`config.mk`:
```
export PLATFORM = sky130hd
export DESIGN_NAME = i2c_slave_rx
export DESIGN_NICKNAME = d
export VERILOG_FILES = /design/src/rtl/i2c_slave_rx.sv
export SDC_FILE = /design/constraint.sdc
export NUM_CORES = 1
export LEC_CHECK = 0
export CORE_MARGIN = 8
export CORE_UTILIZATION = 58
export DETAILED_ROUTE_END_ITERATION = 10
export PLACE_DENSITY_LB_ADDON = 0.1
export RECOVER_POWER = 25
export SLEW_MARGIN = 20
export SYNTH_ARGS = -nofsm -noshare
export SYNTH_HDL_FRONTEND = slang
export SYNTH_SLANG_ARGS = --single-unit
```
`constraint.sdc`:
```
create_clock -name clk -period 3.1 [get_ports clk]
set_input_delay 0.93 -clock clk [delete_from_list [all_inputs] [get_ports clk]]
set_output_delay 0.93 -clock clk [all_outputs]
set_load 0.01 [all_outputs]
```
`src/rtl/i2c_slave_rx.sv`:
```
// I2C slave receiver: address match (7/10-bit), data byte capture, open-drain ACK drive.
// Fully synchronous to clk; scl/sda are oversampled through a synchronizer chain.
module i2c_slave_rx #(
  parameter logic [9:0] OWN_ADDR    = 10'h2A5,
  parameter int         SYNC_STAGES = 2
) (
  input  logic       clk,
  input  logic       rst,
  input  logic       scl,
  input  logic       sda_in,
  output logic       sda_oe,
  input  logic       addr_len10,
  output logic [7:0] rx_data,
  output logic       rx_valid,
  input  logic       rx_rdy,
  output logic       addr_hit,
  output logic       rd_req,
  output logic       busy
);

  typedef enum logic [2:0] {IDLE, ADDR1, ADDR2, DATA, ACK, IGNORE} state_t;

  logic [SYNC_STAGES-1:0] scl_sync, sda_sync;
  logic                   scl_d, sda_d;
  logic                   scl_s, sda_s;
  logic                   scl_rise, scl_fall, start_det, stop_det;

  state_t     state, state_n, ack_next, ack_next_n;
  logic [3:0] bit_cnt, bit_cnt_n;
  logic [7:0] shift, shift_n, rx_data_n, byte_in;
  logic       sda_oe_n, rx_valid_n, rd_req_n, addr_hit_n, busy_n;
  logic       mode10, mode10_n;

  assign scl_s     = scl_sync[SYNC_STAGES-1];
  assign sda_s     = sda_sync[SYNC_STAGES-1];
  assign scl_rise  = scl_s & ~scl_d;
  assign scl_fall  = ~scl_s & scl_d;
  assign start_det = scl_s & scl_d & sda_d & ~sda_s;
  assign stop_det  = scl_s & scl_d & ~sda_d & sda_s;
  assign byte_in   = {shift[6:0], sda_s};

  always_comb begin
    // NOTE: every output of this block gets a default first, so no path can infer a latch.
    state_n    = state;
    ack_next_n = ack_next;
    bit_cnt_n  = bit_cnt;
    shift_n    = shift;
    sda_oe_n   = sda_oe;
    rx_data_n  = rx_data;
    rx_valid_n = 1'b0;
    rd_req_n   = 1'b0;
    addr_hit_n = addr_hit;
    busy_n     = busy;
    mode10_n   = mode10;

    if (start_det) begin
      state_n    = ADDR1;
      bit_cnt_n  = 4'd0;
      addr_hit_n = 1'b0;
      sda_oe_n   = 1'b0;
      busy_n     = 1'b1;
      mode10_n   = addr_len10;
    end else if (stop_det) begin
      state_n    = IDLE;
      bit_cnt_n  = 4'd0;
      addr_hit_n = 1'b0;
      sda_oe_n   = 1'b0;
      busy_n     = 1'b0;
    end else begin
      case (state)
        ADDR1, ADDR2, DATA: begin
          if (scl_rise) begin
            shift_n = byte_in;
            if (bit_cnt == 4'd7) begin
              // Eighth bit: decide ACK now; anything not accepted falls to IGNORE.
              bit_cnt_n = 4'd8;
              state_n   = IGNORE;
              case (state)
                ADDR1: begin
                  if (mode10) begin
                    if (byte_in == {5'b11110, OWN_ADDR[9:8], 1'b0}) begin
                      state_n    = ACK;
                      ack_next_n = ADDR2;
                    end
                  end else if (byte_in[7:1] == OWN_ADDR[6:0]) begin
                    if (byte_in[0]) begin
                      rd_req_n = 1'b1;
                    end else begin
                      state_n    = ACK;
                      ack_next_n = DATA;
                      addr_hit_n = 1'b1;
                    end
                  end
                end
                ADDR2: begin
                  if (byte_in == OWN_ADDR[7:0]) begin
                    state_n    = ACK;
                    ack_next_n = DATA;
                    addr_hit_n = 1'b1;
                  end
                end
                default: begin
                  if (rx_rdy) begin
                    state_n    = ACK;
                    ack_next_n = DATA;
                    rx_data_n  = byte_in;
                    rx_valid_n = 1'b1;
                  end
                end
              endcase
            end else begin
              bit_cnt_n = bit_cnt + 4'd1;
            end
          end
        end
        ACK: begin
          // First falling edge opens the ACK slot, the next one closes it.
          if (scl_fall) begin
            if (!sda_oe) begin
              sda_oe_n = 1'b1;
            end else begin
              sda_oe_n  = 1'b0;
              bit_cnt_n = 4'd0;
              state_n   = ack_next;
            end
          end
        end
        default: ;
      endcase
    end
  end

  always_ff @(posedge clk or negedge rst) begin
    if (!rst) begin
      // NOTE: synchronizers reset to the idle-bus level (1) so reset release never looks like START/STOP.
      scl_sync <= '1;
      sda_sync <= '1;
      scl_d    <= 1'b1;
      sda_d    <= 1'b1;
      state    <= IDLE;
      ack_next <= IDLE;
      bit_cnt  <= 4'd0;
      shift    <= 8'h00;
      sda_oe   <= 1'b0;
      rx_data  <= 8'h00;
      rx_valid <= 1'b0;
      rd_req   <= 1'b0;
      addr_hit <= 1'b0;
      busy     <= 1'b0;
      mode10   <= 1'b0;
    end else begin
      scl_sync <= {scl_sync[SYNC_STAGES-2:0], scl};
      sda_sync <= {sda_sync[SYNC_STAGES-2:0], sda_in};
      scl_d    <= scl_s;
      sda_d    <= sda_s;
      state    <= state_n;
      ack_next <= ack_next_n;
      bit_cnt  <= bit_cnt_n;
      shift    <= shift_n;
      sda_oe   <= sda_oe_n;
      rx_data  <= rx_data_n;
      rx_valid <= rx_valid_n;
      rd_req   <= rd_req_n;
      addr_hit <= addr_hit_n;
      busy     <= busy_n;
      mode10   <= mode10_n;
    end
  end

endmodule

```
==> results.txt, run 1 <==
Status: finished clean
Slew Limit Fails: 0
Metal-1 WL: 1.58 mm
Register area share after synthesis: 53.0%
Endpoints failing setup: 0
Sink Count: 36
CP max stage delay: 560 ps
Period utilization: 72.0%
Clk pin slew, worst setup/hold paths: 110 ps
Final Critical Period: 2230 ps
R2R depth: 5
Starting density of the core: 61.7%
Instance count on the critical path: 1
Die ar.: 4950 µm²
First drt pass iteration count: 6
CTS H-tree lvls: 2
Worst R2R Start: sda_sync[1]
Worst-Skew Late Latency: 340 ps
Clock Path Buffers: 2
GR Overflow Total: 0
Worst path cell trace: clkdlybuf4s50_1
First-pass GRT wire length: 5.71 mm
Routed wl met2: 1.40 mm
GP Congestion: 0.841
Setup Buffers After CTS: 0
CTS hold repair buffers: 0
GRT Total Usage: 14.1%
Worst IR drop on VDD: 0.454 mV
Max_slew headroom: 43.4%
Post-CTS Resized: 0
LEAKAGE: 0.923 nW
Crit Path Category: register to primary output
Fmax: 448 MHz
Worst hold-check path type: register to register
Total design power: 1.11 mW
Multiplexer share of the synthesized area: 6.78%
Syn. warnings: 0
HPWL after DPL: 2.21 mm
Final Hold Vio Count: 0
Largest net degree at the start of global routing: 37
Flops & latches, synth: 36
Vias: 1205
CP max-delay cell: clkdlybuf4s50_1
CP Launch Point: sda_oe
R2r endpoint: state[0]
Die Width: 70.4 µm
I/O Buffers: 18
Syn Area/Cell: 11.0 µm²
TritonCTS buffer count: 5
Worst-Margin Slew: 849 ps
Fin Setup TNS: 0 ps
Worst Setup EP: sda_oe
Initial drt markers: 95
CP delay by family, top: buffers and inverters
Top FF cell, synth: dfrtp_1
Met3 routed wirelength: 165 µm
Wirelength per Cell: 15.4 µm
DR top layer: met4
Fin nets: 183
Startpoint Class: register
Most frequent cells in the layout: dfrtp_1, nand2_1, clkdlybuf4s50_1
Max Cap Viol: 0
CTS tree: built
Post-Synth Adder-Cell Area: 1.31%
Root buffer cell: clkbuf_4
Inserted Diodes: 0
DRC violations left: 0
Placed instance count: 200
Post-Route Skew: 3.66 ps
Post-route insts no fill: 208
Syn_nets: 163
Kind of end point of the critical path: primary output
Initial antenna violation count: 0
CP Data Arrival Time: 1300 ps
Worst hold slack: 365 ps
Synth Instances: 156
Via density per instance: 5.79
DRT antenna net count: 0
Vias in the first global route: 1209
CP max FO: 3
Post-Synth XOR/XNOR Area: 1.02%
Buf/Inv on CP: 1
Asr flop ratio synth: 100%
Routed WL: 3.19 mm
IO Count: 19
Synth cell types: 47
Worst path required time: 2170 ps
Rows: 19
CORE AREA: 2780 µm²
Main combinational cell family by area after synthesis: simple AND/OR/NAND/NOR gates
Synth Area in Simple Gates: 22.7%
Post-synthesis cell area: 1720 µm²
Synth Area in Compound Gates: 11.6%
PD cells: 567 nW/µm²
RSZ-0062 raised after global routing: no
Share of layout cells above drive strength 1: 17.5%
Die H: 70.4 µm
Most common cell after layout, fill and taps aside: dfrtp_1
Synthesis-to-layout area growth: 13.6%
R2R Setup Slk: 980 ps
Post-synth EDFFs: 0
==> power breakdown <==
part	leakage (nW)	switching (mW)	internal [mW]
Sequential	0.461	0.103	0.543
Combinational	0.434	0.105	0.0963
Clock	0.0274	0.168	0.0892
Total	0.923	0.377	0.728
==> cell usage after synthesis (all sizes together) (3+ instances only) <==
master / number / area, µm²
nor3b: 4 / 30.0
a21o: 4 / 30.0
dfrtp: 30 / 751
o21ai: 8 / 43.8
mux2: 10 / 116
nand3: 4 / 25.0
nor2: 13 / 65.1
a21oi: 4 / 20.0
buf: 6 / 51.3
a31oi: 3 / 18.8
nand2: 26 / 97.6
dfstp: 6 / 158
inv: 3 / 11.3
==> registers in the layout, indices dropped and copies added (netlist names) <==
register,count
ack_next,2
sda_sync,2
sda_oe,1
rx_valid,1
bit_cnt,4
rx_data,8
rd_req,1
scl_d,1
state,3
shift,7
sda_d,1
scl_sync,2
addr_hit,1
busy,1
mode10,1
==> final cells by class <==
cell class / instances / area, µm²
inverters: 3 / 11.3
multi-input cells: 111 / 744
fillers: 202 / 832
clock buffers: 5 / 37.5
repair buffers: 19 / 185
well taps: 31 / 38.8
clock inverters: 3 / 23.8
flip-flops and latches: 36 / 908
==> logic make-up (layout without fill, tap and decap cells) <==
logic type | count (synthesis) | count (layout)
AOI/OAI and AO/OA | 28 | 28
DFF | 36 | 36
adders and majority gates | 2 | 2
muxes | 10 | 10
buffers and inverters | 9 | 30
xor gates and xnor gates | 2 | 2
and+or+nand+nor | 69 | 69
==> per-stage QoR <==
step / setup slack, ps / utilization (%) / area [µm²]
2_1_floorplan: 1190 / - / 1720
3_3_place_gp: 565 / 68.0 / 1890
3_5_place_dp: 533 / 68.0 / 1890
4_1_cts: 853 / 70.2 / 1950
5_1_grt: 783 / 70.1 / 1950
6_report: 867 / 70.1 / 1950
==> worst min-delay path by stage <==
| stage | start | to | slack (ps) | cells past startpoint |
|---|---|---|---|---|
| 6_report | sda_sync[0] | sda_sync[1] | 370 | 0 |
| 5_1_grt | sda_sync[0] | sda_sync[1] | 360 | 0 |
| 2_1_floorplan | scl_sync[0] | scl_sync[1] | 350 | 0 |
| 3_5_place_dp | sda_sync[0] | sda_sync[1] | 350 | 0 |
| 3_3_place_gp | sda_sync[0] | sda_sync[1] | 350 | 0 |
| 4_1_cts | sda_sync[0] | sda_sync[1] | 360 | 0 |
==> layer usage <==
metal	vias up	track usage, %
li1	601	-
met1	578	18.3
met2	21	20.7
met3	5	5.08
met4	0	6.03
met5	-	0
Note: power is estimated with default switching activity, not from simulation.
==> run 2: changes to the inputs <==
CORE_UTILIZATION = 55   (was 58)
clock period = 2.1 ns   (was 3.1 ns; I/O delays follow)
==> results.txt, run 2 (synthesized netlist as in run 1, its figures left out) <==
Fmax: 511 MHz
R2R depth: 5
Routed WL: 3.39 mm
PD cells: 868 nW/µm²
LEAKAGE: 0.975 nW
CP Data Arrival Time: 2220 ps
Synthesis-to-layout area growth: 18.7%
Slew Limit Fails: 0
DR top layer: met4
CORE AREA: 3000 µm²
Worst R2R Start: scl_sync[1]
Worst hold-check path type: register to register
IO Count: 19
DRC violations left: 0
Max reg flops: 8
Starting density of the core: 57.1%
Worst path required time: 2360 ps
CP Launch Point: scl_sync[1]
Worst Setup EP: ack_next[0]
Routed wl met2: 1.54 mm
GR Overflow Total: 0
Share of layout cells above drive strength 1: 22.2%
R2r endpoint: ack_next[0]
Startpoint Class: register
RSZ-0062 raised after global routing: no
TritonCTS buffer count: 5
CP max stage delay: 600 ps
Met3 routed wirelength: 185 µm
Clk pin slew, worst setup/hold paths: 110 ps
Most flop-heavy register: rx_data
CTS tree: built
Post-Route Skew: 7.44 ps
Status: finished clean
Root buffer cell: clkbuf_4
Via density per instance: 5.79
Endpoints failing setup: 0
Die Width: 71.8 µm
First-pass GRT wire length: 5.99 mm
CTS H-tree lvls: 2
Sink Count: 36
GRT Total Usage: 14.8%
Final Critical Period: 1960 ps
Crit Path Category: register to register
R2R Setup Slk: 140 ps
Worst IR drop on VDD: 0.477 mV
Fin nets: 191
Max_slew headroom: 41.6%
Metal-1 WL: 1.61 mm
DRT antenna net count: 0
Rows: 20
Buf/Inv on CP: 0
Top flop regs: rx_data (8), shift (7), bit_cnt (4)
Setup Buffers After CTS: 0
Final Hold Vio Count: 0
Max Cap Viol: 0
Vias: 1262
Worst-Margin Slew: 876 ps
Initial antenna violation count: 0
Vias in the first global route: 1265
Worst-Skew Late Latency: 340 ps
Core Util, Final: 67.8%
GP Congestion: 0.887
CP delay by family, top: simple AND/OR/NAND/NOR gates
I/O Buffers: 18
Die H: 71.8 µm
Period utilization: 93.2%
Worst path cell trace: or3b_4, or2_2, nor2_8, a21oi_1, a41oi_1
CTS hold repair buffers: 0
Inserted Diodes: 0
Die ar.: 5160 µm²
Largest net degree at the start of global routing: 37
Wirelength per Cell: 15.5 µm
Fin Setup TNS: 0 ps
Most frequent cells in the layout: dfrtp_1, nand2_1, clkdlybuf4s50_1
Initial drt markers: 86
Most common cell after layout, fill and taps aside: dfrtp_1
First drt pass iteration count: 4
CP max FO: 10
Filler cells: 250
Clock Path Buffers: 2
Kind of end point of the critical path: register
HPWL after DPL: 2.37 mm
Instance count on the critical path: 5
CP max-delay cell: dfstp_2
run 2: area by class of cell:
class	instances	area [µm²]	area share, %
flip-flops and latches	36	908	44.6
inverters	3	11.3	0.553
multi-input cells	111	754	37.0
repair buffers	27	241	11.9
clock inverters	3	42.5	2.09
well taps	33	41.3	2.03
clock buffers	5	37.5	1.84
run 2: layer usage:
layer | track usage [%] | up-vias
met3 | 6.14 | 4
met2 | 21.7 | 27
met4 | 6.12 | 0
met1 | 18.6 | 621
li1 | - | 610
met5 | 0 | -
run 2: where the power goes:
group	internal, mW	switching [mW]	total (mW)
clock	0.248	0.238	0.486
sequential	0.802	0.147	0.950
combinational	0.160	0.173	0.332
total	1.21	0.558	1.77
run 2: through the flow:
| stage | hold WS (ps) | worst slack [ps] | total power [mW] | instance area, µm² | cells |
|---|---|---|---|---|---|
| finish | 363 | 143 | 1.77 | 2040 | 218 |
| global route | 367 | 31.1 | 1.87 | 2040 | 218 |
| CTS | 366 | 94.2 | 1.78 | 2030 | 218 |
| detailed placement | 349 | -54.5 | 1.29 | 1950 | 210 |
| global placement | 347 | -47.2 | 1.27 | 1950 | 210 |
| floorplan | 334 | 205 | 1.17 | 1720 | 156 |
run 2: what timing repair did:
action | CTS | global route
endpoints found under the setup margin | 0 | 8
hold endpoints to repair | 0 | 0
gates resized for setup | 0 | 2
run 2: worst min-delay path by stage:
stage / start / to / slack [ps] / cells after the start
2_1_floorplan: rst / ack_next[0] / 330 / 0
3_3_place_gp: scl_sync[0] / scl_sync[1] / 350 / 0
3_5_place_dp: scl_sync[0] / scl_sync[1] / 350 / 0
4_1_cts: scl_sync[0] / scl_sync[1] / 370 / 0
5_1_grt: scl_sync[0] / scl_sync[1] / 370 / 0
6_report: scl_sync[0] / scl_sync[1] / 360 / 0
